<file path="src/rtl/cond_unit_pkg.sv">
// Shared condition codes, flag bit positions and M-stage control bundle for the
// execute-stage condition unit and its condition checker.
package cond_unit_pkg;

  typedef enum logic [3:0] {
    COND_EQ = 4'h0, COND_NE = 4'h1, COND_CS = 4'h2, COND_CC = 4'h3,
    COND_MI = 4'h4, COND_PL = 4'h5, COND_VS = 4'h6, COND_VC = 4'h7,
    COND_HI = 4'h8, COND_LS = 4'h9, COND_GE = 4'hA, COND_LT = 4'hB,
    COND_GT = 4'hC, COND_LE = 4'hD, COND_AL = 4'hE, COND_NV = 4'hF
  } cond_t;

  localparam int FLAG_N = 3;
  localparam int FLAG_Z = 2;
  localparam int FLAG_C = 1;
  localparam int FLAG_V = 0;

  localparam int FW_NZ = 1;
  localparam int FW_CV = 0;

  typedef struct packed {
    logic pcsrc;
    logic reg_write;
    logic mem_write;
  } m_ctrl_t;

endpackage

</file>
<file path="src/rtl/cond_unit_if.sv">
// E-stage bundle between the pipeline control and the condition unit.
// Level signals, no handshake: every field is sampled on each rising clock edge.
interface cond_unit_if;
  logic       valid_e;
  logic       stall_e;
  logic       flush_e;
  logic [3:0] cond_e;
  logic [1:0] flag_write_e;
  logic [3:0] alu_flags;
  logic       pcs_e;
  logic       reg_write_e;
  logic       mem_write_e;
  logic       cond_ex_e;
  logic       pcsrc_e;
  logic       reg_write_ge;
  logic       mem_write_ge;
  logic [3:0] flags_q;
  logic       pcsrc_m;
  logic       reg_write_m;
  logic       mem_write_m;

  modport master (
    output valid_e, stall_e, flush_e, cond_e, flag_write_e, alu_flags,
           pcs_e, reg_write_e, mem_write_e,
    input  cond_ex_e, pcsrc_e, reg_write_ge, mem_write_ge, flags_q,
           pcsrc_m, reg_write_m, mem_write_m
  );

  modport slave (
    input  valid_e, stall_e, flush_e, cond_e, flag_write_e, alu_flags,
           pcs_e, reg_write_e, mem_write_e,
    output cond_ex_e, pcsrc_e, reg_write_ge, mem_write_ge, flags_q,
           pcsrc_m, reg_write_m, mem_write_m
  );
endinterface

</file>
<file path="src/rtl/cond_unit_cond_check.sv">
// Combinational ARM condition-field evaluator against an {N,Z,C,V} flag word.
// Kept standalone so the multi-cycle core can reuse it.
module cond_check
  import cond_unit_pkg::*;
(
  input  logic [3:0] cond,
  input  logic [3:0] flags,
  output logic       pass
);
  logic n, z, c, v;

  assign n = flags[FLAG_N];
  assign z = flags[FLAG_Z];
  assign c = flags[FLAG_C];
  assign v = flags[FLAG_V];

  always_comb begin
    pass = 1'b0;
    case (cond)
      COND_EQ: pass = z;
      COND_NE: pass = ~z;
      COND_CS: pass = c;
      COND_CC: pass = ~c;
      COND_MI: pass = n;
      COND_PL: pass = ~n;
      COND_VS: pass = v;
      COND_VC: pass = ~v;
      COND_HI: pass = c & ~z;
      COND_LS: pass = ~c | z;
      COND_GE: pass = (n == v);
      COND_LT: pass = (n != v);
      COND_GT: pass = ~z & (n == v);
      COND_LE: pass = z | (n != v);
      COND_AL: pass = 1'b1;
      COND_NV: pass = 1'b1;
    endcase
  end
endmodule

</file>
<file path="src/rtl/cond_unit.sv">
// Execute-stage condition unit: holds NZCV, gates PC/register/memory writes on the
// condition result, and registers the gated controls into the Memory stage.
module cond_unit
  import cond_unit_pkg::*;
#(
  parameter logic [3:0] FLAG_RESET = 4'b0000,
  parameter bit         PIPE_OUT   = 1'b1
) (
  input logic       clk,
  input logic       reset,
  cond_unit_if.slave bus
);
  logic       live_e;
  logic       pass;
  logic       cond_ex;
  logic [3:0] flags_q;
  m_ctrl_t    ctrl_e;
  m_ctrl_t    ctrl_m;

  assign live_e = bus.valid_e & ~bus.flush_e;

  // Evaluated against the stored flags; same-cycle ALU flags only land next cycle.
  cond_check u_cond_check (
    .cond  (bus.cond_e),
    .flags (flags_q),
    .pass  (pass)
  );

  assign cond_ex          = live_e & pass;
  assign ctrl_e.pcsrc     = bus.pcs_e & cond_ex;
  assign ctrl_e.reg_write = bus.reg_write_e & cond_ex;
  assign ctrl_e.mem_write = bus.mem_write_e & cond_ex;

  assign bus.cond_ex_e    = cond_ex;
  assign bus.pcsrc_e      = ctrl_e.pcsrc;
  assign bus.reg_write_ge = ctrl_e.reg_write;
  assign bus.mem_write_ge = ctrl_e.mem_write;
  assign bus.flags_q      = flags_q;

  always_ff @(posedge clk) begin
    if (reset) begin
      flags_q <= FLAG_RESET;
    end else if (cond_ex && !bus.stall_e) begin
      if (bus.flag_write_e[FW_NZ]) begin
        flags_q[FLAG_N] <= bus.alu_flags[FLAG_N];
        flags_q[FLAG_Z] <= bus.alu_flags[FLAG_Z];
      end
      if (bus.flag_write_e[FW_CV]) begin
        flags_q[FLAG_C] <= bus.alu_flags[FLAG_C];
        flags_q[FLAG_V] <= bus.alu_flags[FLAG_V];
      end
    end
  end

  generate
    if (PIPE_OUT) begin : g_pipe
      // Flushed or bubble instructions already carry zero controls, so a plain load
      // is enough to inject a bubble into M.
      always_ff @(posedge clk) begin
        if (reset) begin
          ctrl_m <= '0;
        end else if (!bus.stall_e) begin
          ctrl_m <= ctrl_e;
        end
      end
    end else begin : g_nopipe
      assign ctrl_m = '0;
    end
  endgenerate

  assign bus.pcsrc_m     = ctrl_m.pcsrc;
  assign bus.reg_write_m = ctrl_m.reg_write;
  assign bus.mem_write_m = ctrl_m.mem_write;
endmodule

</file>
<file path="src/flat_wrapper.sv">
// flat-port wrapper written by rule: the top's interface ports become plain ports
module cond_unit_flat import cond_unit_pkg::*;
#(
  parameter logic [3:0] FLAG_RESET = 4'b0000,
  parameter bit         PIPE_OUT   = 1'b1
)
  (clk, reset, bus_valid_e, bus_stall_e, bus_flush_e, bus_cond_e, bus_flag_write_e, bus_alu_flags, bus_pcs_e, bus_reg_write_e, bus_mem_write_e, bus_cond_ex_e, bus_pcsrc_e, bus_reg_write_ge, bus_mem_write_ge, bus_flags_q, bus_pcsrc_m, bus_reg_write_m, bus_mem_write_m);
  cond_unit_if bus_i ();
  input logic clk;
  input logic reset;
  input wire logic [$bits(bus_i.valid_e)-1:0] bus_valid_e;
  input wire logic [$bits(bus_i.stall_e)-1:0] bus_stall_e;
  input wire logic [$bits(bus_i.flush_e)-1:0] bus_flush_e;
  input wire logic [$bits(bus_i.cond_e)-1:0] bus_cond_e;
  input wire logic [$bits(bus_i.flag_write_e)-1:0] bus_flag_write_e;
  input wire logic [$bits(bus_i.alu_flags)-1:0] bus_alu_flags;
  input wire logic [$bits(bus_i.pcs_e)-1:0] bus_pcs_e;
  input wire logic [$bits(bus_i.reg_write_e)-1:0] bus_reg_write_e;
  input wire logic [$bits(bus_i.mem_write_e)-1:0] bus_mem_write_e;
  output wire logic [$bits(bus_i.cond_ex_e)-1:0] bus_cond_ex_e;
  output wire logic [$bits(bus_i.pcsrc_e)-1:0] bus_pcsrc_e;
  output wire logic [$bits(bus_i.reg_write_ge)-1:0] bus_reg_write_ge;
  output wire logic [$bits(bus_i.mem_write_ge)-1:0] bus_mem_write_ge;
  output wire logic [$bits(bus_i.flags_q)-1:0] bus_flags_q;
  output wire logic [$bits(bus_i.pcsrc_m)-1:0] bus_pcsrc_m;
  output wire logic [$bits(bus_i.reg_write_m)-1:0] bus_reg_write_m;
  output wire logic [$bits(bus_i.mem_write_m)-1:0] bus_mem_write_m;
  assign bus_i.valid_e = bus_valid_e;
  assign bus_i.stall_e = bus_stall_e;
  assign bus_i.flush_e = bus_flush_e;
  assign bus_i.cond_e = bus_cond_e;
  assign bus_i.flag_write_e = bus_flag_write_e;
  assign bus_i.alu_flags = bus_alu_flags;
  assign bus_i.pcs_e = bus_pcs_e;
  assign bus_i.reg_write_e = bus_reg_write_e;
  assign bus_i.mem_write_e = bus_mem_write_e;
  assign bus_cond_ex_e = bus_i.cond_ex_e;
  assign bus_pcsrc_e = bus_i.pcsrc_e;
  assign bus_reg_write_ge = bus_i.reg_write_ge;
  assign bus_mem_write_ge = bus_i.mem_write_ge;
  assign bus_flags_q = bus_i.flags_q;
  assign bus_pcsrc_m = bus_i.pcsrc_m;
  assign bus_reg_write_m = bus_i.reg_write_m;
  assign bus_mem_write_m = bus_i.mem_write_m;
  cond_unit #(.FLAG_RESET(FLAG_RESET), .PIPE_OUT(PIPE_OUT)) u_core (.clk(clk), .reset(reset), .bus(bus_i));
endmodule
</file>
<file path="config.mk">
export PLATFORM = sky130hd
export DESIGN_NAME = cond_unit_flat
export DESIGN_NICKNAME = d
export VERILOG_FILES = /design/src/rtl/cond_unit_pkg.sv /design/src/rtl/cond_unit_if.sv /design/src/rtl/cond_unit_cond_check.sv /design/src/rtl/cond_unit.sv /design/src/flat_wrapper.sv
export SDC_FILE = /design/constraint.sdc
export NUM_CORES = 1
export LEC_CHECK = 0
export CAP_MARGIN = 30
export CORE_MARGIN = 4
export CORE_UTILIZATION = 30
export CTS_CLUSTER_SIZE = 16
export DETAILED_ROUTE_END_ITERATION = 6
export PLACE_DENSITY = 0.69
export SYNTH_ARGS = -nofsm -noshare
export SYNTH_HDL_FRONTEND = slang
export SYNTH_SLANG_ARGS = --single-unit
</file>
<file path="constraint.sdc">
create_clock -name clk -period 2.84 [get_ports clk]
set_input_delay 0.568 -clock clk [delete_from_list [all_inputs] [get_ports clk]]
set_output_delay 0.568 -clock clk [all_outputs]
set_load 0.01 [all_outputs]
</file>
== Word-level counts from Yosys, hierarchy flattened ==
Cells that the tools add are included.
Storage, ports and cells
  flip-flop bits (word level): 7
  bits of input ports: 18
  output and inout port bits: 11
Cells by class
  eq/ne operators: 17
  muxes and demuxes: 1
  bitwise operators: 14
  reductions and logical operators: 6
Operators by type and width (count)
  $eq A4 B4 Y1 const B: 8
  $eq A4 B3 Y1 const B: 4
  $pmux W1 S15: 1
  $eq A4 B2 Y1 const B: 2
  $and A1 B1 Y1: 7
  $not A1 Y1: 5
  $eq A4 B1 Y1 const B: 1
  $logic_not A4 Y1: 1
  $reduce_and A2 Y1: 2
  $or A1 B1 Y1: 2
  $reduce_or A2 Y1: 1
  $eq A1 B1 Y1: 1
  $logic_and A1 B1 Y1: 1
  $logic_not A1 Y1: 1
  $ne A1 B1 Y1: 1

== Longest topological paths before layout ==
Gate-level depths: netlist of run 1.
  depth after elaboration: 6
  gate-level depth with buffers: 6
  mapped depth without buffers: 5

== Modules after synthesis ==
A second synthesis of run 1 with hierarchy kept.
Unflattened totals
  cells, all modules: 66
  area, all modules: 539.3 um^2
Modules (own cells, without submodules)
  cond_unit: times used 1, cells an instance 37, area each 337.8 um^2, sequential area each 140.1 um^2
  cond_check: times used 1, cells an instance 29, area each 201.4 um^2, sequential area each 0.0 um^2

== Worst setup path before layout of run 1 ==
Ideal clock, no wire load.
  kind: input-to-output
  from: in bus_cond_e[0]
  to: out bus_mem_write_ge
  arrival time: 1820 ps
  required time: 2272 ps
  slack: 452 ps
  stages: 6
  cell sequence: buf_6 > xnor2_2 > a2111oi_4 > o311ai_1 > nand3_1 > and2_1
Between the ends
  longest elaborated chain between the ends: 5
  elaborated cells on any way between the ends: 20
  classes of those cells: 15 x eq/ne; 1 x mux; 2 x bitwise; 2 x reduce/logical
Ends and longest elaborated chain
  from (decl): line flat_wrapper.sv:14  | input wire logic [$bits(bus_i.cond_e)-1:0] bus_cond_e;
  $eq A4 B4 Y1: line cond_unit_cond_check.sv:19  | case (cond)
  $reduce_or A2 Y1 (no source line)
  $pmux W1 S15 *: line cond_unit_cond_check.sv:19
  $and A1 B1 Y1 *: line cond_unit.sv:29  | assign cond_ex = live_e & pass;
  via bus_cond_ex_e: line flat_wrapper.sv:20  | output wire logic [$bits(bus_i.cond_ex_e)-1:0] bus_cond_ex_e;
  $and A1 B1 Y1 *: line cond_unit.sv:32  | assign ctrl_e.mem_write = bus.mem_write_e & cond_ex;
  to (decl): line flat_wrapper.sv:23  | output wire logic [$bits(bus_i.mem_write_ge)-1:0] bus_mem_write_ge;
Mark *: on every way through the listed nets, which the timed path passes. The rest lies on a longest branch.

== Final worst setup path of run 1 ==
  from: in bus_flush_e
  to: out bus_mem_write_ge
Between the ends
  longest elaborated chain between the ends: 4
Ends and longest elaborated chain
  from (decl): line flat_wrapper.sv:13  | input wire logic [$bits(bus_i.flush_e)-1:0] bus_flush_e;
  $not A1 Y1: line cond_unit.sv:20  | assign live_e = bus.valid_e & ~bus.flush_e;
  $and A1 B1 Y1: line cond_unit.sv:20
  $and A1 B1 Y1: line cond_unit.sv:29
  $and A1 B1 Y1: line cond_unit.sv:32
No other way between the ends.

==> key figures, run 1 <==
Synth
  – Seq cells post-synth: 7
  – Post-Syn Nets: a little over 80
  – Library cells used by synthesis: 27
  – Synth top area cells: dfxtp_1 (25%), nand2b_1 (10%), mux2i_1 (9.0%)
  – Mapped Cells: 64
  – Area share of the largest cell type after synthesis: 0.253
  – Mapped cell area: 553 µm²
  – Avg Cell Area, Syn: between 8 and 9 µm²
  – YS warnings: 0
  – Post-synth top area cell: dfxtp_1
  – Register area share after synthesis: 0.253

Critical path
  – RR Endpoint: u_core.bus.flags_q[3]
  – WP data required: 2.27 ns
  – Worst path slowest cell: clkdlybuf4s50_1
  – Worst EP arrival: 2.14 ns
  – CP Max Fanout: 5
  – Reg-to-Reg Start: u_core.bus.flags_q[1]
  – Critical path class: in -> out
  – Cell family with most CP delay: simple AND/OR/NAND/NOR gates
  – Worst setup SP type: input pin
  – CP cell instances: clkdlybuf4s50_1 > nand2b_4 > or3b_1 > a211o_1 > nand3_2 > and2_1 > clkbuf_2
  – CP peak stage delay: between 0.4 and 0.5 ns
  – Worst reg2reg setup slack: 0.95 ns
  – CP endpoint kind: output port
  – Worst r2r path cells: 6
  – Critical path buffers and inverters: 2

Power and ir drop
  – Leakage: between 0.3 and 0.4 nW
  – Peak VDD IR: roughly 0.19 mV
  – PnR Total Power: 271 µW
  – Cell Pwr Density: 286 nW/µm²

Layout
  – Antenna fix cells: 0
  – Area growth syn-to-layout: 71.0%
  – Fin area: 946 µm²
  – Final core utilization: 0.542
  – Fillers: 170
  – Fin nets: 124
  – Fraction of layout cells with a size suffix above 1: 0.229
  – Non-filler instance count after layout: 130

Placed design
  – Post-DP HPWL: roughly 1.2 mm
  – Total placed instance area: 910 µm²
  – Buffers on Ports: 28
  – RePlAce Congestion: 0.811
  – Placed insts: 123
  – Dpl ws: -0.485 ns

Flow run
  – Max cap viols: 0

Drt
  – DR pass1 iterations: 2
  – Post-DR wirelength/cell: 11.2 µm
  – Vias: 588
  – Top Layer Used: met4
  – Met2 routed WL: between 600 and 700 µm
  – Final ANT Viol Nets: 0
  – DR iter-0 viols: 5
  – Met1 wire length: 664 µm
  – WL met3: 126 µm
  – # DRC: 0
  – Routed WL: 1.46 mm
  – Vias per cell: 4.52

STA
  – Worst Max-Slew Pin Slew: about 0.39 ns
  – Fin. max-slew vios: 0
  – Final setup margin: 0.134 ns
  – Setup_tns: 0 ns
  – RSZ-0062 raised after global routing: no
  – Hold Violations, Final: 0
  – Fin Hold WS: 0.531 ns
  – Final worst-path cycle share: 0.953
  – Period minus WS final: about 2.7 ns
  – F_max: 0.370 GHz
  – Slew headroom: 0.737
  – Fin Clk Skew: 0.00189 ns
  – Finish-stage setup viols: 0

GRT
  – GRT Util Overall: 0.129
  – Remaining Overflow, GRT: 0
  – Initial antenna violation count: 0
  – Maximum number of pins on one net before global-route repair: 13
  – First-pass GRT wire length: ~2.5 mm
  – Vias in the first global route: 594

Floorplan
  – Row Count: 15
  – Die area: 2590 µm²
  – Core box area: 1750 µm²
  – I/O pins: 29
  – Starting Density: 0.317
  – Die height: 50.9 µm
  – Die W: just over 50 µm

CTS
  – Clock latency on the worst-skew pair: ~0.25 ns
  – Num CTS Buffers: 3
  – Clock root buffer: clkbuf_4
  – H-tree depth: 1
  – Clk slew on worst S/H paths: 0.06 ns
  – CTS tree: built
  – Max clock buf depth: 2
  – CTS Sinks: 7

Outcome
  – Status: completed

Worst hold path
  – Hold wc startpoint: u_core.bus.flags_q[0]
  – Hold Crit Class: reg -> reg
  – Hold path depth: 2
  – Hold path endpoint: u_core.bus.flags_q[0]
==> flip-flops by register name, indices dropped and copies added (netlist names) <==
register / flops
u_core.bus.flags_q: 4
u_core.bus.pcsrc_m: 1
u_core.bus.reg_write_m: 1
u_core.bus.mem_write_m: 1
==> tightest hold or removal path: stages (launching register included) <==
cell	delay, ns
dfxtp_1	0.35
nand2b_1	0.08
mux2i_1	0.05
==> metal layers <==
| layer | up-vias | track usage |
|---|---|---|
| met4 | 0 | 0.0807 |
| met2 | 22 | 0.202 |
| met1 | 259 | 0.154 |
| li1 | 305 | - |
| met3 | 2 | 0.0350 |
| met5 | - | 0 |
==> placed cells by master, fill, tap and decap left out, types with 3 or more instances in the layout <==
cell             instances
clkdlybuf4s50_1         20
buf_4                   11
nor2_1                   8
nand2b_1                 8
dfxtp_1                  7
mux2i_1                  5
nand2_1                  4
dlygate4sd2_1            4
clkbuf_2                 4
and2_1                   3
a31o_1                   3
clkbuf_4                 3
==> where the power goes <==
group / total, mW / internal (mW) / switching (mW)
clock: 0.0917 / 0.0537 / 0.0380
sequential: 0.102 / 0.100 / 0.00194
combinational: 0.0768 / 0.0466 / 0.0302
total: 0.271 / 0.200 / 0.0702
==> synthesized netlist by cell type, drive strengths merged <==
master / number
nor3: 1
or3b: 1
inv: 2
nand4bb: 1
o21ai: 2
xor2: 1
clkbuf: 1
xnor2: 3
a22oi: 1
nand2: 4
a2111oi: 1
and2: 3
a211o: 1
o311ai: 1
clkinv: 2
dfxtp: 7
nand3: 1
a311oi: 2
buf: 1
and3: 1
and3b: 1
mux2i: 5
nor2: 8
nor2b: 1
a31o: 3
nand2b: 9
==> cell families after synthesis <==
group	count (synthesis)	synth area share
AO/OA/AOI/OAI	11	0.215
XOR/XNOR	4	0.0769
buffers and inverters	6	0.0543
flip-flops	7	0.253
multiplexers	5	0.0905
AND/OR/NAND/NOR	31	0.310
==> layout make-up <==
cell class                 instances  area (µm²)  area share
tap                               25        31.3      0.0331
sequential                         7         140       0.148
timing repair buffer              39         338       0.357
inverter                           4        15.0      0.0159
multi-input combinational         51         395       0.418
clock buffer                       4        26.3      0.0278
==> how the worst max path moves through the flow <==
| stage | start | endpoint | slack, ns | cells after the start |
|---|---|---|---|---|
| after CTS | bus_flush_e | bus_mem_write_ge | 0.002 | 7 |
| after global routing | bus_flush_e | bus_mem_write_ge | 0.06 | 7 |
| after floorplan | bus_cond_e[0] | bus_mem_write_ge | 0.45 | 6 |
| final | bus_flush_e | bus_mem_write_ge | 0.13 | 7 |
| after detailed placement | bus_cond_e[0] | bus_mem_write_ge | -0.48 | 7 |
| after global placement | bus_cond_e[0] | bus_reg_write_ge | -0.45 | 8 |
==> repair_timing <==
| action | in CTS | in global routing |
|---|---|---|
| endpoints found under the setup margin | 4 | 4 |
| hold buffers | 0 | 0 |
| pin swaps | 1 | 0 |
| gates resized for setup | 13 | 5 |
| setup buffers | 3 | 0 |
(Power assumes the default switching activity.)
==> run 2: changes to the inputs <==
--- a/config.mk
+++ b/config.mk
@@ -6,11 +6,14 @@
 export NUM_CORES = 1
 export LEC_CHECK = 0
 export CAP_MARGIN = 30
+export CELL_PAD_IN_SITES_DETAIL_PLACEMENT = 1
+export CELL_PAD_IN_SITES_GLOBAL_PLACEMENT = 2
+export CORE_ASPECT_RATIO = 1.75
 export CORE_MARGIN = 4
-export CORE_UTILIZATION = 30
+export CORE_UTILIZATION = 22
 export CTS_CLUSTER_SIZE = 16
 export DETAILED_ROUTE_END_ITERATION = 6
-export PLACE_DENSITY = 0.69
+export PLACE_DENSITY = 0.87
 export SYNTH_ARGS = -nofsm -noshare
 export SYNTH_HDL_FRONTEND = slang
 export SYNTH_SLANG_ARGS = --single-unit
==> run 2 against run 1 <==
Combinational power increased by 15%. Utilization decreased by 11 points. Global-route usage increased by 0.81 points. Total power increased by 22%. Critical path depth unchanged. Clock-buffer cell count unchanged. Largest cell class unchanged. Clock skew increased by 0.0021 ns. Critical path type unchanged. First-iteration DRC count increased by 20%.
==> key figures, run 2 (synthesis results as in run 1) <==
Layout
  – Most frequent cells in the layout: clkdlybuf4s50_1 (19), buf_4 (11), nor2_1 (8), nand2b_1 (8), dfxtp_1 (7)
  – Fraction of layout cells with a size suffix above 1: 0.286 (+0.0571)
  – Area growth syn-to-layout: 84.8%
  – Max FFs per register: 4 (unchanged)
  – Most common cell after layout, fill and taps aside: clkdlybuf4s50_1
  – Top reg by flops: u_core.bus.flags_q
  – Fin nets: 124 (unchanged)
  – Antenna fix cells: 0 (unchanged)

Drt
  – Post-DR wirelength/cell: 15.7 µm (+40%)
  – Final ANT Viol Nets: 0 (unchanged)
  – Vias per cell: 4.82 (+6.6%)
  – Routed WL: 2.04 mm (+40%)
  – DR iter-0 viols: 6 (+1)
  – DR pass1 iterations: 3 (+1)
  – Vias: 627 (+6.6%)
  – # DRC: 0 (unchanged)

CTS
  – CTS tree: built
  – Clk slew on worst S/H paths: 0.04 ns (-0.02 ns)
  – Hold_buf cts: 0 (unchanged)
  – H-tree depth: 1 (unchanged)
  – Clock latency on the worst-skew pair: 0.23 ns (-0.02 ns)
  – Max clock buf depth: 2 (unchanged)
  – Num CTS Buffers: 3 (unchanged)
  – CTS Sinks: 7 (unchanged)
  – Clock root buffer: clkbuf_8

Outcome
  – Status: completed

GRT
  – Met3 Track Usage GR: 0.0194 (-0.0156)
  – Grt met1 use: 0.137 (-0.0168)
  – GRT Util Overall: 0.137 (+0.00814)
  – Remaining Overflow, GRT: 0 (unchanged)
  – First-pass GRT wire length: 3.35 mm (+32%)
  – Maximum number of pins on one net before global-route repair: 13 (unchanged)
  – Routing usage on met2: 0.253 (+0.0514)
  – GR peak layer: met2
  – Vias in the first global route: 721 (+21%)
  – Initial antenna violation count: 0 (unchanged)

STA
  – Hold Violations, Final: 0 (unchanged)
  – Fin. max-slew vios: 0 (unchanged)
  – Finish-stage setup viols: 0 (unchanged)
  – Fin Clk Skew: 0.00401 ns (+0.00212 ns)
  – Worst Max-Slew Pin Slew: 0.352 ns (-0.0361 ns)
  – Slew headroom: 0.765 (+0.0281)
  – Setup_tns: 0 ns (unchanged)
  – Final worst-path cycle share: 0.980 (+0.0274)
  – F_max: 0.359 GHz (-2.8%)
  – Period minus WS final: 2.78 ns (+0.0778 ns)

Placed design
  – RePlAce Congestion: 0.860 (+6.0%)
  – Buffers on Ports: 28 (unchanged)
  – Post-DP HPWL: 1.64 mm (+38%)

Critical path
  – Worst setup SP type: input pin
  – Cell family with most CP delay: simple AND/OR/NAND/NOR gates
  – CP peak stage delay: 0.41 ns (about the same)
  – CP endpoint kind: output port
  – Reg-to-Reg Start: u_core.bus.flags_q[1]
  – Worst path slowest cell: clkdlybuf4s50_1
  – CP Max Fanout: 5 (unchanged)
  – Worst EP arrival: 2.22 ns (+0.08 ns)
  – Crit path launch: bus_flush_e
  – Critical path class: in -> out
  – WP data required: 2.27 ns (about the same)
  – Critical path buffers and inverters: 2 (unchanged)
  – CP cell instances: clkdlybuf4s50_1 > nand2b_4 > or3b_4 > a211o_1 > nand3_4 > and2_4 > clkbuf_2

Power and ir drop
  – Cell Pwr Density: 324 nW/µm² (+13%)
  – Peak VDD IR: 0.190 mV (-0.15%)
  – Leakage: 0.406 nW (+5.9%)
  – PnR Total Power: 331 µW (+22%)

Floorplan
  – Die area: 3410 µm² (+31%)
  – I/O pins: 29 (unchanged)
  – Core box area: 2360 µm² (+35%)
  – Die W: 45.9 µm (-9.9%)
  – Row Count: 23 (+8)
  – Starting Density: 0.234 (-0.0825)
  – Die height: 74.3 µm (+46%)

Worst hold path
  – Hold wc startpoint: u_core.bus.flags_q[0]
  – Hold Crit Class: reg -> reg

Flow run
  – Max cap viols: 0 (unchanged)
[run 2: cell types whose count changed in the layout (fill, tap and decap cells not counted), moves of 3 or more]
cell      delta
clkbuf_4     -3
clkbuf_2     -3
and2_4       +3
and2_1       -3
clkbuf_8     +3
[run 2: cell type report]
class                           instances  area, µm²
Fill cell                             285       1340
Multi-Input combinational cell         51        439
Timing Repair Buffer                   39        352
Sequential cell                         7        140
Clock buffer                            4       45.0
Tap cell                               25       31.3
Inverter                                4       15.0
[run 2: worst reg2reg max path, delay by kind of cell (launching register included)]
family / cells / cell delay (ns)
multiplexers: 1 / 0.21
flip-flops: 1 / 0.43
XOR/XNOR: 1 / 0.12
AO/OA/AOI/OAI: 3 / 0.91
buffers and inverters: 1 / 0.18
[run 2: metrics by stage]
stage / instances / hold WS, ns / cell area, µm² / utilization / worst slack, ns
after floorplan: 64 / 0.535 / 553 / - / 0.452
after global placement: 125 / 0.530 / 925 / 0.392 / -0.439
after detailed placement: 125 / 0.545 / 925 / 0.392 / -0.608
after CTS: 130 / 0.550 / 1000 / 0.425 / -0.00538
after global routing: 130 / 0.595 / 1020 / 0.433 / -0.00516
final: 130 / 0.539 / 1020 / 0.433 / 0.0560
[run 2: timing repair]
item / in CTS / in global routing
setup buffers: 1 / 0
setup endpoints to repair: 4 / 4
hold endpoints to repair: 0 / 0
pin swaps: 1 / 4
resized for setup: 18 / 13
[run 2: worst paths after layout]
check                                              to  slack (ns)  depth (start not counted)
worst max-delay path                      bus_pcsrc_e        0.06                          7
worst min-delay path            u_core.bus.flags_q[0]        0.54                          2
worst max register to register  u_core.bus.flags_q[0]        0.91                          6
worst min register to register  u_core.bus.flags_q[0]        0.54                          2
[run 2: power by group]
group / switching, mW / leakage (nW) / internal, mW
combinational: 0.0377 / 0.327 / 0.0510
sequential: 0.00199 / 0.0565 / 0.101
clock: 0.0430 / 0.0228 / 0.0971
total: 0.0827 / 0.406 / 0.249
[run 2: layer usage]
metal  vias up  part of all wire
met5         -                 0
met4         0             0.029
met3         6             0.075
met2        28              0.55
met1       290              0.34
li1        303                 -
==> run 3: changes to the inputs <==
--- a/config.mk
+++ b/config.mk
@@ -5,15 +5,13 @@
 export SDC_FILE = /design/constraint.sdc
 export NUM_CORES = 1
 export LEC_CHECK = 0
+export ABC_CLOCK_PERIOD_IN_PS = 2800
 export CAP_MARGIN = 30
-export CELL_PAD_IN_SITES_DETAIL_PLACEMENT = 1
-export CELL_PAD_IN_SITES_GLOBAL_PLACEMENT = 2
-export CORE_ASPECT_RATIO = 1.75
 export CORE_MARGIN = 4
-export CORE_UTILIZATION = 22
+export CORE_UTILIZATION = 30
 export CTS_CLUSTER_SIZE = 16
 export DETAILED_ROUTE_END_ITERATION = 6
-export PLACE_DENSITY = 0.87
+export PLACE_DENSITY = 0.69
 export SYNTH_ARGS = -nofsm -noshare
 export SYNTH_HDL_FRONTEND = slang
 export SYNTH_SLANG_ARGS = --single-unit
==> constraint.sdc (replaced) <==
create_clock -name clk -period 2.8 [get_ports clk]
set_input_delay 0.56 -clock clk [delete_from_list [all_inputs] [get_ports clk]]
set_output_delay 0.56 -clock clk [all_outputs]
set_load 0.01 [all_outputs]
==> run 3 against run 2 <==
Register-to-register slack hardly changed. Critical path type unchanged. Sequential power hardly changed. First-iteration DRC count is 67% higher. Clock skew is 0.0030 ns lower. Largest power group is now registers. Critical path depth stayed put. Clock-buffer cell count stayed put. Routed wire length is 27% lower. Clock power is 34% lower.
==> key figures, run 3 (synthesis results as in run 1) <==
Layout
  – Register Area: 140 µm² (unchanged)
  – Non-filler instance count after layout: 129 (-0.77%)
  – Multi-input logic area: 400 µm² (-8.8%)
  – Max FFs per register: 4 (unchanged)
  – Most common cell after layout, fill and taps aside: clkdlybuf4s50_1
  – Area growth syn-to-layout: 70.6%
  – Most frequent cells in the layout: clkdlybuf4s50_1 (20), buf_4 (10), nor2_1 (8), nand2b_1 (8), dfxtp_1 (7)
  – Fraction of layout cells with a size suffix above 1: 0.231 (-0.0549)
  – Antenna fix cells: 0 (unchanged)
  – Fillers: 177 (-38%)
  – Top reg by flops: u_core.bus.flags_q
  – Fin nets: 123 (-0.81%)

Drt
  – Final ANT Viol Nets: 0 (unchanged)
  – # DRC: 0 (unchanged)
  – Post-DR wirelength/cell: 11.6 µm (-26%)
  – DR pass1 iterations: 4 (+1)
  – Vias: 594 (-5.3%)
  – Vias per cell: 4.60 (-4.5%)
  – Routed WL: 1.50 mm (-27%)
  – DR iter-0 viols: 10 (+4)

Floorplan
  – Core box area: 1750 µm² (-26%)
  – Die area: 2590 µm² (-24%)
  – I/O pins: 29 (unchanged)
  – Die height: 50.9 µm (-31%)
  – Row Count: 15 (-35%)
  – Starting Density: 0.317 (+0.0825)
  – Die W: 50.9 µm (+11%)

STA
  – Final worst-path cycle share: 0.960
  – Hold Violations, Final: 0 (unchanged)
  – Finish-stage setup viols: 0 (unchanged)
  – RSZ-0062 raised after global routing: no
  – Worst Max-Slew Pin Slew: 0.408 ns (+0.0561 ns)
  – F_max: 0.372 GHz
  – Fin. max-slew vios: 0 (unchanged)
  – Period minus WS final: 2.69 ns
  – Slew headroom: 0.724 (-0.0417)
  – Fin Clk Skew: 0.00105 ns (-0.00296 ns)

Power and ir drop
  – Clk pwr share: 0.340 (-0.083)
  – Leakage: 0.381 nW (-6.2%)
  – Cell Pwr Density: 291 nW/µm² (-10%)
  – Sequential share of power: 0.377 (+0.067)
  – Comb power frac: 0.283 (+0.015)
  – Peak VDD IR: 0.189 mV (-0.16%)
  – Sw frac: 0.261 (+0.0117)
  – Cell internal power dissipation: 202 µW (-19%)
  – Net load switching power: 71.6 µW (-13%)
  – PnR Total Power: 274 µW (-17%)

Critical path
  – Worst path slowest cell: clkdlybuf4s50_1
  – CP cell instances: clkdlybuf4s50_1 > nand2b_4 > or3b_1 > a211o_1 > nand3_2 > and2_1 > buf_2
  – CP endpoint kind: output port
  – WP data required: 2.24 ns (-0.03 ns)
  – CP peak stage delay: 0.42 ns (about the same)
  – CP Max Fanout: 5 (unchanged)
  – Worst setup SP type: input pin
  – Critical path class: in -> out
  – Worst EP arrival: 2.13 ns (-0.09 ns)

Placed design
  – Post-DP HPWL: 1.18 mm (-28%)
  – Placed insts: 123 (-1.6%)
  – RePlAce Congestion: 0.811 (-5.7%)
  – Buffers on Ports: 28 (unchanged)

GRT
  – Vias in the first global route: 602 (-17%)
  – GRT Util Overall: 0.128 (-0.00875)
  – Remaining Overflow, GRT: 0 (unchanged)
  – Initial antenna violation count: 0 (unchanged)
  – First-pass GRT wire length: 2.53 mm (-25%)
  – Maximum number of pins on one net before global-route repair: 13 (unchanged)

CTS
  – Clock root buffer: clkbuf_4
  – Hold_buf cts: 0 (unchanged)
  – CTS Sinks: 7 (unchanged)
  – Max clock buf depth: 2 (unchanged)
  – H-tree depth: 1 (unchanged)
  – Clock latency on the worst-skew pair: 0.25 ns (+0.02 ns)
  – Num CTS Buffers: 3 (unchanged)
  – Clk slew on worst S/H paths: 0.06 ns (+0.02 ns)
  – CTS tree: built

Outcome
  – Status: completed

Flow run
  – Max cap viols: 0 (unchanged)

Worst hold path
  – Hold Crit Class: reg -> reg
==> run 3: changes by cell type in the layout (fill, tap and decap cells not counted), moves of 2 or more <==
cell and delta:
and2_1 +3, clkbuf_8 -3, buf_2 +2, clkbuf_4 +3, and2_4 -3
==> run 3: path summary, 6_finish.rpt <==
check / cells past startpoint / slack [ns] / startpoint / to
setup / recovery: 7 / 0.11 / bus_flush_e / bus_mem_write_ge
hold reg to reg: 2 / 0.53 / u_core.bus.flags_q[0] / u_core.bus.flags_q[0]
setup reg to reg: 6 / 0.91 / u_core.bus.flags_q[1] / u_core.bus.flags_q[3]
hold / removal: 2 / 0.53 / u_core.bus.flags_q[0] / u_core.bus.flags_q[0]
==> run 3: worst max-delay path, delay by kind of cell <==
family          cells  cell delay [ns]
buf+inv             2             0.55
simple gates        4             0.77
compound gates      1             0.26
==> run 3: cell type report <==
type                       instances  area share
clock buffer                       4      0.0279
timing repair buffer              38       0.350
inverter                           4      0.0159
multi-input combinational         51       0.424
sequential                         7       0.149
tap                               25      0.0332
==> run 3: repair_timing <==
| item | CTS | global route |
|---|---|---|
| resized for setup | 19 | 3 |
| pin swaps | 1 | 0 |
| endpoints found under the setup margin | 4 | 3 |
| buffers inserted | 2 | 0 |
==> run 3: stage by stage <==
stage	hold WS, ns	setup WS, ns	instance area, µm²	util	setup TNS (ns)
global placement	0.521	-0.469	910	0.521	-1.74
detailed placement	0.528	-0.518	910	0.521	-1.90
global route	0.566	0.0386	943	0.541	0
finish	0.531	0.111	943	0.541	0
CTS	0.536	0.00718	961	0.551	0
floorplan	0.535	0.428	553	-	0
==> run 3: routing by layer <==
layer  share of wire  vias to the layer above  GRT usage
met3            0.10                        2     0.0437
li1                -                      303          -
met2            0.44                       22      0.195
met1            0.45                      267      0.152
met5               0                        -          0
met4           0.011                        0     0.0807
==> run 3: power groups by stage <==
stage | Combinational [mW] | Sequential [mW] | Clock, mW
floorplan | 0.0298 | 0.106 | 0
global placement | 0.0774 | 0.106 | 0
detailed placement | 0.0782 | 0.106 | 0
CTS | 0.0794 | 0.103 | 0.0979
global route | 0.0839 | 0.104 | 0.103
finish | 0.0775 | 0.103 | 0.0931
